**src/rtl/cam_priority_encoder.sv**
```systemverilog
//==============================================================================
// Module      : cam_priority_encoder
// Description : Walks the set bits of a CAM match-line vector lowest-first and
//               emits one entry address per ready/valid beat.
//               Optional macro CAM_ENC_FLUSH_EN adds flush_i to abort a drain.
// Revision    : 1.0 - initial release
//==============================================================================
`default_nettype none

module cam_priority_encoder #(
    parameter int ADDR_WIDTH = 5,
    parameter int DEPTH      = (1 << ADDR_WIDTH)
) (
    input  logic                  clk_i,
    input  logic                  rst_ni,
    input  logic                  match_valid_i,
    output logic                  match_ready_o,
    input  logic [DEPTH-1:0]      match_i,
    output logic                  addr_valid_o,
    input  logic                  addr_ready_i,
    output logic [ADDR_WIDTH-1:0] addr_o,
    output logic                  last_o,
    output logic                  miss_o,
    output logic [ADDR_WIDTH:0]   match_count_o
`ifdef CAM_ENC_FLUSH_EN
    ,
    input  logic                  flush_i
`endif
);

    typedef enum logic [0:0] {
        ST_IDLE = 1'b0,
        ST_EMIT = 1'b1
    } state_e;

    localparam logic [DEPTH-1:0] c_ONE = DEPTH'(1);

    state_e                r_state_q,   w_state_d;
    logic [DEPTH-1:0]      r_pending_q, w_pending_d;
    logic [ADDR_WIDTH:0]   r_count_q,   w_count_d;
    logic                  r_miss_q,    w_miss_d;

    logic [DEPTH-1:0]      w_pending_clr;
    logic [ADDR_WIDTH-1:0] w_low_idx;
    logic [ADDR_WIDTH:0]   w_popcount;
    logic                  w_last;
    logic                  w_flush;

`ifdef CAM_ENC_FLUSH_EN
    assign w_flush = flush_i;
`else
    assign w_flush = 1'b0;
`endif

    // Clearing the lowest set bit; pending becoming empty marks the final beat.
    assign w_pending_clr = r_pending_q & (r_pending_q - c_ONE);
    assign w_last        = (r_pending_q != '0) && (w_pending_clr == '0);

    // Downward scan so the lowest set bit is the one that sticks.
    always_comb begin
        w_low_idx = '0;
        for (int k = DEPTH - 1; k >= 0; k--) begin
            if (r_pending_q[k]) begin
                w_low_idx = ADDR_WIDTH'(k);
            end
        end
    end

    always_comb begin
        w_popcount = '0;
        for (int k = 0; k < DEPTH; k++) begin
            w_popcount = w_popcount + (ADDR_WIDTH + 1)'(match_i[k]);
        end
    end

    always_comb begin
        w_state_d   = r_state_q;
        w_pending_d = r_pending_q;
        w_count_d   = r_count_q;
        w_miss_d    = 1'b0;
        case (r_state_q)
            ST_IDLE: begin
                if (match_valid_i) begin
                    w_count_d = w_popcount;
                    if (match_i == '0) begin
                        w_miss_d = 1'b1;
                    end else begin
                        w_pending_d = match_i;
                        w_state_d   = ST_EMIT;
                    end
                end
            end
            ST_EMIT: begin
                if (w_flush) begin
                    w_pending_d = '0;
                    w_state_d   = ST_IDLE;
                end else if (addr_ready_i) begin
                    w_pending_d = w_pending_clr;
                    if (w_last) begin
                        w_state_d = ST_IDLE;
                    end
                end
            end
            default: begin
                w_pending_d = '0;
                w_state_d   = ST_IDLE;
            end
        endcase
    end

    always_ff @(posedge clk_i) begin
        if (!rst_ni) begin
            r_state_q   <= ST_IDLE;
            r_pending_q <= '0;
            r_count_q   <= '0;
            r_miss_q    <= 1'b0;
        end else begin
            r_state_q   <= w_state_d;
            r_pending_q <= w_pending_d;
            r_count_q   <= w_count_d;
            r_miss_q    <= w_miss_d;
        end
    end

    assign match_ready_o = (r_state_q == ST_IDLE);
    assign addr_valid_o  = (r_state_q == ST_EMIT);
    assign addr_o        = w_low_idx;
    assign last_o        = w_last;
    assign miss_o        = r_miss_q;
    assign match_count_o = r_count_q;

endmodule

`default_nettype wire
```
**config.mk**
```make
export PLATFORM = sky130hd
export DESIGN_NAME = cam_priority_encoder
export DESIGN_NICKNAME = d
export VERILOG_FILES = /design/src/rtl/cam_priority_encoder.sv
export SDC_FILE = /design/constraint.sdc
export NUM_CORES = 1
export LEC_CHECK = 0
export ABC_AREA = 1
export BUFFER_PORTS_ARGS = -buffer_cell sky130_fd_sc_hd__buf_4
export CORE_ASPECT_RATIO = 1.2
export CORE_MARGIN = 2
export CORE_UTILIZATION = 40
export CTS_CLUSTER_SIZE = 24
export DETAILED_ROUTE_END_ITERATION = 8
export PLACE_DENSITY = 0.6
export SYNTH_ARGS = -nofsm -noshare
export SYNTH_HDL_FRONTEND = slang
export SYNTH_SLANG_ARGS = --single-unit
export TNS_END_PERCENT = 100
```
**constraint.sdc**
```tcl
create_clock -name clk_i -period 13.55 [get_ports clk_i]
set_input_delay 2.0325 -clock clk_i [delete_from_list [all_inputs] [get_ports clk_i]]
set_output_delay 2.0325 -clock clk_i [all_outputs]
set_load 0.005 [all_outputs]
```
==> flow_summary.yaml, run 1 <==
yosys:
  yosysSeqAreaShare: 0.247
  ys.flop_type: "dfxtp_1"
  synth_warnings: 0
  synth_edf_count: 0
  syn_avg_cell_area_um2: 6.90
  syn_inst: 469
  async_flop_share: 0
  synth_nets: 537
  ys_ff_latch: 40
  syn_area_um2: 3240
  ys_types: 36
clocking:
  cts.htree.levels: 2
  cts_setup_buffers: 0
  numClockSinks: 40
  clockBufferDepth: 2
  cts_tree: "yes"
  cts_made_buffers: 5
  ctsResizeCount: 0
  clockRootBuffer: "clkbuf_8"
  insertion_delay_ns: 0.30
  cts_hold_buf: 0
  path_clk_slew_ns: 0.08
worst_setup_path:
  r2r_end: "r_pending_q[19]"
  critPathRequiredTime_ns: 13.75
  crit_type: "in2reg"
  crit_arrival_ns: 6.58
  start_kind: "input port"
  rr_worst_depth: 10
  regToRegStartpoint: "addr_valid_o"
  cp_max_fo: 3
  reg2reg_slack_ns: 10.33
  endpoint_kind: "register"
timing:
  setup_slack_ns: 7.17
  fin_crit_ns: 6.38
  fin_crit_sh: 0.471
  slew_violations: 0
  max_freq_mhz: 157
  setup_viol_count_final: 0
  fin_tns_setup_ns: 0
  grt_setup_unrepaired: "no"
  tightest_slew_ns: 0.883
  hold_viol: 0
  slew_headroom: 0.410
  clock_skew_ns: 0.00716
routing:
  highest_layer: "met4"
  vias_per_cell: 5.28
  wl_met2_mm: 4.52
  drtPass1Iterations: 5
  drt-met1-wl_mm: 4.22
  wl_per_cell_um: 15.7
  drt-total-wl_mm: 9.53
  ant_nets: 0
  drt_iter0_markers: 196
  vias: 3205
  drcViolationCount: 0
  dr_wl_met3_um: 578
global_route:
  grt_pass1_vias: 3104
  grt_first_pass_wirelength_mm: 15.5
  grt_antenna_before_repair: 1
  grt-ovfl-total: 0
  grt_usage: 0.228
  grt_max_degree: 47
place:
  gp_congestion: 0.896
  io_buffer_count: 50
  place_ws_ns: 6.82
  hpwl_mm: 7.35
finish:
  final_cell_mix: "nand2_1, inv_1, buf_4, a21oi_1, nor2_1"
  final_common_cell: "nand2_1"
  areaGrowthSynthToFinish_pct: 16.8
  final_util: 0.488
  nets: 581
  drive_gt1_frac: 0.154
hold_path:
  worstHoldPathCells: 2
  hp-start: "match_count_o[5]"
  hold_path_end: "match_count_o[5]"
  min_path_type: "reg2reg"
run:
  maxCapViolCount: 0
die:
  num_io_pins: 51
  die-area_um2: 8830
  coreArea_um2: 7750
  start_util: 0.418
  row_count: 35
  die_h_um: 103
  fp.dieW_um: 86.1
pwr:
  powerDensity_nw_per_um2: 158
  leakagePower_nw: 1.74
  ir_drop_mv: 0.166
  power_frac_comb: 0.609
  internal-power_w: 0.000328
  pwr-share-seq: 0.243
  swShare: 0.452
  power.switching_w: 0.000270
  power.share.clock: 0.148
outcome:
  outcome: "finished, final reports clean"
-- registers in the layout, summed over array words and instances (netlist names) --
register	flops
r_pending_q	32
addr_valid_o	1
miss_o	1
match_count_o	6
-- worst max path at each step --
| stage | start | end | cells after the start |
|---|---|---|---|
| 6_report | match_i[11] | match_count_o[4] | 19 |
| 4_1_cts | match_i[11] | match_count_o[4] | 19 |
| 2_1_floorplan | match_i[11] | match_count_o[4] | 18 |
| 3_3_place_gp | match_i[11] | match_count_o[4] | 19 |
| 5_1_grt | match_i[11] | match_count_o[4] | 19 |
| 3_5_place_dp | match_i[17] | match_count_o[4] | 19 |
-- cell usage after synthesis, types with 6 or more instances --
| cell | number | area share |
|---|---|---|
| a21oi_1 | 49 | 0.076 |
| ha_1 | 8 | 0.031 |
| nor4_1 | 6 | 0.012 |
| dfxtp_1 | 40 | 0.25 |
| nand4_1 | 6 | 0.012 |
| fa_1 | 24 | 0.15 |
| clkbuf_1 | 11 | 0.013 |
| o21ai_0 | 42 | 0.065 |
| inv_1 | 75 | 0.087 |
| a31oi_1 | 11 | 0.021 |
| nand2_1 | 83 | 0.096 |
| nor2_1 | 48 | 0.056 |
| a211oi_1 | 7 | 0.016 |
| nand3_1 | 11 | 0.017 |
-- metal layers --
metal  global-route usage  vias up
met1                0.299     1461
met5                    0        -
met2                0.379      111
met4               0.0818        0
li1                     -     1618
met3               0.0400       15
-- final cells by class --
class / instances / area (um^2)
Sequential cell: 40 / 801
Tap cell: 92 / 115
Antenna cell: 1 / 2.50
Fill cell: 805 / 3970
Inverter: 81 / 304
Clock buffer: 8 / 90.1
Timing Repair Buffer: 52 / 390
Multi-Input combinational cell: 333 / 2080
-- worst max-delay path, cell delays in order --
cell      delay, ns
buf_4          0.12
fa_1           0.53
inv_1          0.07
fa_1           0.48
inv_1          0.05
fa_1           0.45
fa_1           0.49
fa_1           0.52
inv_1          0.05
fa_1           0.45
inv_1          0.08
ha_1           0.16
inv_1          0.05
fa_1           0.38
o21ai_0        0.19
a21oi_1        0.08
nor2_1         0.13
a211oi_1       0.06
a211oi_1       0.20
-- through the flow --
stage	area, um^2	power, W	cells	hold WS (ns)
final	3780	0.000599	607	0.481
after global routing	3780	0.000668	606	0.522
after CTS	3780	0.000604	606	0.485
after detailed placement	3690	0.000512	598	0.469
after global placement	3690	0.000507	598	0.465
after floorplan	3240	0.000411	469	0.458
-- kinds of logic (layout without fill, tap and decap cells) --
| logic type | after synthesis | count (layout) | synth area share |
|---|---|---|---|
| other cells | 0 | 1 | 0 |
| simple gates | 177 | 177 | 0.245 |
| xor+xnor | 2 | 2 | 0.00541 |
| compound gates | 122 | 122 | 0.211 |
| buf+inv | 96 | 141 | 0.112 |
| fa+ha+maj | 32 | 32 | 0.179 |
| flops | 40 | 40 | 0.247 |
-- power by group through the flow --
stage	registers, W	logic [W]	clock network, W
after floorplan	0.000146	0.000265	0
after global placement	0.000148	0.000359	0
after detailed placement	0.000148	0.000365	0
after CTS	0.000145	0.000369	0.0000900
after global routing	0.000148	0.000425	0.0000948
final	0.000146	0.000364	0.0000886
(Power assumes the default switching activity.)
==> inputs of run 2 (changes only) <==
--- a/config.mk
+++ b/config.mk
@@ -12,7 +12,7 @@
 export CORE_UTILIZATION = 40
 export CTS_CLUSTER_SIZE = 24
 export DETAILED_ROUTE_END_ITERATION = 8
-export PLACE_DENSITY = 0.6
+export PLACE_DENSITY = 0.62
 export SYNTH_ARGS = -nofsm -noshare
 export SYNTH_HDL_FRONTEND = slang
 export SYNTH_SLANG_ARGS = --single-unit
==> constraint.sdc (replaced) <==
create_clock -name clk_i -period 5.4 [get_ports clk_i]
set_input_delay 0.81 -clock clk_i [delete_from_list [all_inputs] [get_ports clk_i]]
set_output_delay 0.81 -clock clk_i [all_outputs]
set_load 0.005 [all_outputs]
==> run 2 against run 1 <==
Against the previous run: sequential cell count unchanged; non-clock buffer count up 3; worst setup slack worse by 6.9 ns; global-route usage down 0.44 points; register-to-register slack worse by 7.8 ns; total power rose to 2.5 times the previous value; design area up 0.60%; core utilization up 0.29 points.
==> flow_summary.yaml, run 2 (same netlist as run 1, synthesis figures left out) <==
clocking:
  ctsResizeCount: 0
  cts_tree: "yes"
  cts_hold_buf: 0
  insertion_delay_ns: 0.31
  cts_setup_buffers: 0
  cts.htree.levels: 2
  path_clk_slew_ns: 0.08
  numClockSinks: 40
  clockRootBuffer: "clkbuf_8"
  clockBufferDepth: 2
  cts_made_buffers: 5
global_route:
  grt_usage: 0.224
  grt-ovfl-total: 0
  grt_pass1_vias: 3052
  grt_antenna_before_repair: 0
  grt_max_degree: 46
  grt_first_pass_wirelength_mm: 15.2
pwr:
  powerDensity_nw_per_um2: 398
  ir_drop_mv: 0.429
  leakagePower_nw: 1.76
  totalPowerFinal_w: 0.00151
timing:
  tightest_slew_ns: 0.587
  slew_headroom: 0.606
  setup_slack_ns: 0.266
  fin_crit_ns: 5.13
  setup_viol_count_final: 0
  slew_violations: 0
  grt_setup_unrepaired: "no"
  whs_ns: 0.492
  hold_viol: 0
  fin_crit_sh: 0.951
  max_freq_mhz: 195
  clock_skew_ns: 0.0144
finish:
  nets: 584
  areaGrowthSynthToFinish_pct: 17.5
  final_cell_mix: "nand2_1, inv_1, buf_4, a21oi_1, nor2_1"
  nFillCells: 820
  diodes: 0
  final_common_cell: "nand2_1"
  top_register: "r_pending_q"
  drive_gt1_frac: 0.162
  final_cells: 609
  largest_register_ffs: 32
place:
  gp_congestion: 0.876
  hpwl_mm: 7.35
  place_ws_ns: -0.0742
  io_buffer_count: 50
  dp_cells: 601
routing:
  drtPass1Iterations: 4
  drt-total-wl_mm: 9.43
  ant_nets: 0
  vias: 3268
  wl_per_cell_um: 15.5
  drt_iter0_markers: 175
  vias_per_cell: 5.37
  drcViolationCount: 0
hold_path:
  min_path_type: "reg2reg"
worst_setup_path:
  crit_arrival_ns: 5.35
  endpoint_kind: "register"
  cp_max_fo: 3
  critPathRequiredTime_ns: 5.61
  crit_type: "in2reg"
  start_kind: "input port"
outcome:
  outcome: "finished, final reports clean"
die:
  fp.dieW_um: 86.1
  row_count: 35
  num_io_pins: 51
  die_h_um: 103
  coreArea_um2: 7750
  die-area_um2: 8830
  start_util: 0.418
run:
  maxCapViolCount: 0
-- run 2: changes by cell type in the layout (fill, tap and decap cells not counted), sizes merged --
cell / previous run / this run
clkbuf: 8 / 6
clkinv: 1 / 3
buf: 52 / 55
diode: 1 / 0
-- run 2: final timing paths --
check	startpoint	endpoint	slack [ns]	cells past startpoint
worst max register to register	r_pending_q[0]	addr_valid_o	2.54	18
worst min-delay path	match_count_o[5]	match_count_o[5]	0.49	2
worst min register to register	match_count_o[5]	match_count_o[5]	0.49	2
worst max-delay path	match_i[11]	match_count_o[4]	0.27	19
-- run 2: metal layers --
metal / track usage / wire (um) / vias up
li1: - / - / 1628
met1: 0.303 / 4310 / 1526
met2: 0.370 / 4370 / 95
met3: 0.0304 / 522 / 19
met4: 0.0733 / 226 / 0
met5: 0 / 0 / -
-- run 2: where the power goes --
part           internal, W  switching [W]  total, W  leakage [nW]
logic             0.000403       0.000524  0.000927          1.37
registers         0.000333      0.0000325  0.000366         0.331
clock network     0.000102       0.000118  0.000220        0.0510
-- run 2: critical path, stage by stage --
cell	delay (ns)
buf_4	0.13
fa_1	0.57
inv_1	0.06
fa_1	0.48
inv_1	0.05
fa_1	0.46
fa_1	0.50
fa_1	0.51
inv_1	0.05
fa_1	0.45
inv_1	0.08
ha_1	0.16
inv_1	0.05
fa_1	0.37
o21ai_0	0.17
a21oi_1	0.08
nor2_1	0.13
a211oi_1	0.07
a211oi_1	0.17
-- run 2: cell type report --
class | count | area [um^2] | share of cell area
Tap cell | 92 | 115 | 0.0303
Timing Repair Buffer | 55 | 413 | 0.109
Sequential cell | 40 | 801 | 0.210
Inverter | 81 | 304 | 0.0799
Clock buffer | 6 | 82.6 | 0.0217
Clock inverter | 2 | 10.0 | 0.00263
Multi-Input combinational cell | 333 | 2080 | 0.547
-- run 2: metrics by stage --
stage | setup TNS, ns | instance area (um^2) | utilization
after floorplan | 0 | 3240 | -
after global placement | 0 | 3710 | 0.479
after detailed placement | -0.0742 | 3710 | 0.479
after CTS | 0 | 3800 | 0.491
after global routing | 0 | 3800 | 0.491
final | 0 | 3800 | 0.491
==> inputs of run 3 (changes only) <==
--- a/config.mk
+++ b/config.mk
@@ -9,10 +9,10 @@
 export BUFFER_PORTS_ARGS = -buffer_cell sky130_fd_sc_hd__buf_4
 export CORE_ASPECT_RATIO = 1.2
 export CORE_MARGIN = 2
-export CORE_UTILIZATION = 40
+export CORE_UTILIZATION = 33
 export CTS_CLUSTER_SIZE = 24
 export DETAILED_ROUTE_END_ITERATION = 8
-export PLACE_DENSITY = 0.62
+export PLACE_DENSITY = 0.53
 export SYNTH_ARGS = -nofsm -noshare
 export SYNTH_HDL_FRONTEND = slang
 export SYNTH_SLANG_ARGS = --single-unit
==> run 3 against run 2 <==
Against the previous run: critical path type unchanged; total power grew 7.2%; largest power group unchanged; worst setup slack lost 0.048 ns; design area grew 2.4%; sequential power is essentially flat; critical path depth is the same; worst hold slack lost 0.013 ns; global-route usage shrank 3.5 points; sequential share of layout area shrank 0.50 points; routed wire length grew 2.0%; via count shrank 2.4%.
==> flow_summary.yaml, run 3 (same netlist as run 1, synthesis figures left out) <==
clocking:
  cts_setup_buffers: 0
  path_clk_slew_ns: 0.06
  cts.htree.levels: 2
  cts_tree: "yes"
  cts_hold_buf: 0
  insertion_delay_ns: 0.29
  clockBufferDepth: 2
  numClockSinks: 40
  cts_made_buffers: 5
  clockRootBuffer: "clkbuf_16"
  ctsResizeCount: 0
die:
  die-area_um2: 10600
  die_h_um: 113
  start_util: 0.340
  row_count: 39
  num_io_pins: 51
  fp.dieW_um: 94.4
  coreArea_um2: 9520
routing:
  drt_iter0_markers: 213
  wl_per_cell_um: 15.0
  drcViolationCount: 0
  ant_nets: 0
  drtPass1Iterations: 4
  vias_per_cell: 4.98
  drt-total-wl_mm: 9.62
  vias: 3190
place:
  io_buffer_count: 50
  hpwl_mm: 7.58
  dp_cells: 632
  place_ws_ns: -0.0779
  gp_congestion: 0.877
timing:
  fin_crit_sh: 0.960
  fin_crit_ns: 5.18
  max_freq_mhz: 193
  clock_skew_ns: 0.00529
  setup_viol_count_final: 0
  grt_setup_unrepaired: "no"
  hold_viol: 0
  slew_headroom: 0.501
  slew_violations: 0
  tightest_slew_ns: 0.747
  setup_slack_ns: 0.217
pwr:
  pwr-share-seq: 0.226
  power.switching_w: 0.000694
  powerDensity_nw_per_um2: 416
  ir_drop_mv: 0.403
  swShare: 0.428
  internal-power_w: 0.000928
  leakagePower_nw: 1.78
  power.share.clock: 0.192
  power_frac_comb: 0.582
worst_setup_path:
  cp_slowest_cell: "fa_1"
  critPathRequiredTime_ns: 5.59
  cp_max_fo: 3
  max_stage_delay_ns: 0.52
  reg2reg_slack_ns: 2.47
  endpoint_kind: "register"
  crit_top_cell: "fa_1"
  start_kind: "input port"
  crit_arrival_ns: 5.38
  crit_family: "adder cells"
  worstPathCellList: "buf_4 -> fa_1 -> fa_1 -> inv_1 -> fa_1 -> inv_1 -> fa_1 -> fa_1 -> inv_1 -> fa_1 -> inv_1 -> ha_1 -> inv_1 -> fa_1 -> o21ai_0 -> a21oi_1 -> nor2_1 -> a211oi_1 -> a211oi_1"
  crit_buf_inv: 6
  crit_type: "in2reg"
finish:
  areaGrowthSynthToFinish_pct: 20.4
  final_cells: 640
  diodes: 0
  final_common_cell: "nand2_1"
  largest_register_ffs: 32
  drive_gt1_frac: 0.159
  top_register: "r_pending_q"
  final_cell_mix: "nand2_1, inv_1, buf_4, a21oi_1, nor2_1"
  nets: 584
global_route:
  grt_usage: 0.189
  grt_pass1_vias: 3093
  grt_antenna_before_repair: 0
  grt-ovfl-total: 0
  grt_first_pass_wirelength_mm: 15.5
  grt_max_degree: 47
run:
  maxCapViolCount: 0
hold_path:
  min_path_type: "reg2reg"
outcome:
  outcome: "finished, final reports clean"
==> run 3: layout make-up <==
type	instances	area, um^2
Clock buffer	8	146
Timing Repair Buffer	55	413
Fill cell	1028	5620
Multi-Input combinational cell	333	2080
Tap cell	123	154
Sequential cell	40	801
Inverter	81	304
==> run 3: through the flow <==
step                      TNS, ns  power, W   util  hold slack (ns)  cell area, um^2
after floorplan                 0   0.00103      -            0.458             3240
after global placement          0   0.00130  0.394            0.472             3750
after detailed placement  -0.0779   0.00132  0.394            0.467             3750
after CTS                       0   0.00164  0.410            0.483             3900
after global routing            0   0.00181  0.410            0.522             3900
final                           0   0.00162  0.410            0.478             3900
==> run 3: path summary, 6_finish.rpt <==
kind / start / to / cells after the start
worst min-delay path: match_count_o[5] / match_count_o[5] / 2
worst min register to register: match_count_o[5] / match_count_o[5] / 2
worst max register to register: r_pending_q[0] / addr_valid_o / 18
worst max-delay path: match_i[17] / match_count_o[4] / 19
==> run 3: worst reg2reg max path: cells and delay by family (launching register included) <==
family	cells	cell delay [ns]
AO/OA/AOI/OAI	2	0.43
buffers and inverters	3	0.18
flip-flops	1	0.35
AND/OR/NAND/NOR	13	1.82
==> run 3: routing by layer <==
layer	share of wire	track usage	routed length [um]	vias up
met1	0.45	0.250	4290	1471
li1	-	-	-	1626
met4	0.018	0.0599	174	0
met5	0	0	0	-
met3	0.057	0.0369	548	13
met2	0.48	0.310	4600	80
==> run 3: power by group through the flow <==
stage	clock (W)	sequential (W)	combinational [W]
2_1_floorplan	0	0.000366	0.000665
4_1_cts	0.000318	0.000366	0.000956
3_3_place_gp	0	0.000371	0.000933
6_report	0.000311	0.000367	0.000944
5_1_grt	0.000328	0.000372	0.00111
3_5_place_dp	0	0.000371	0.000949
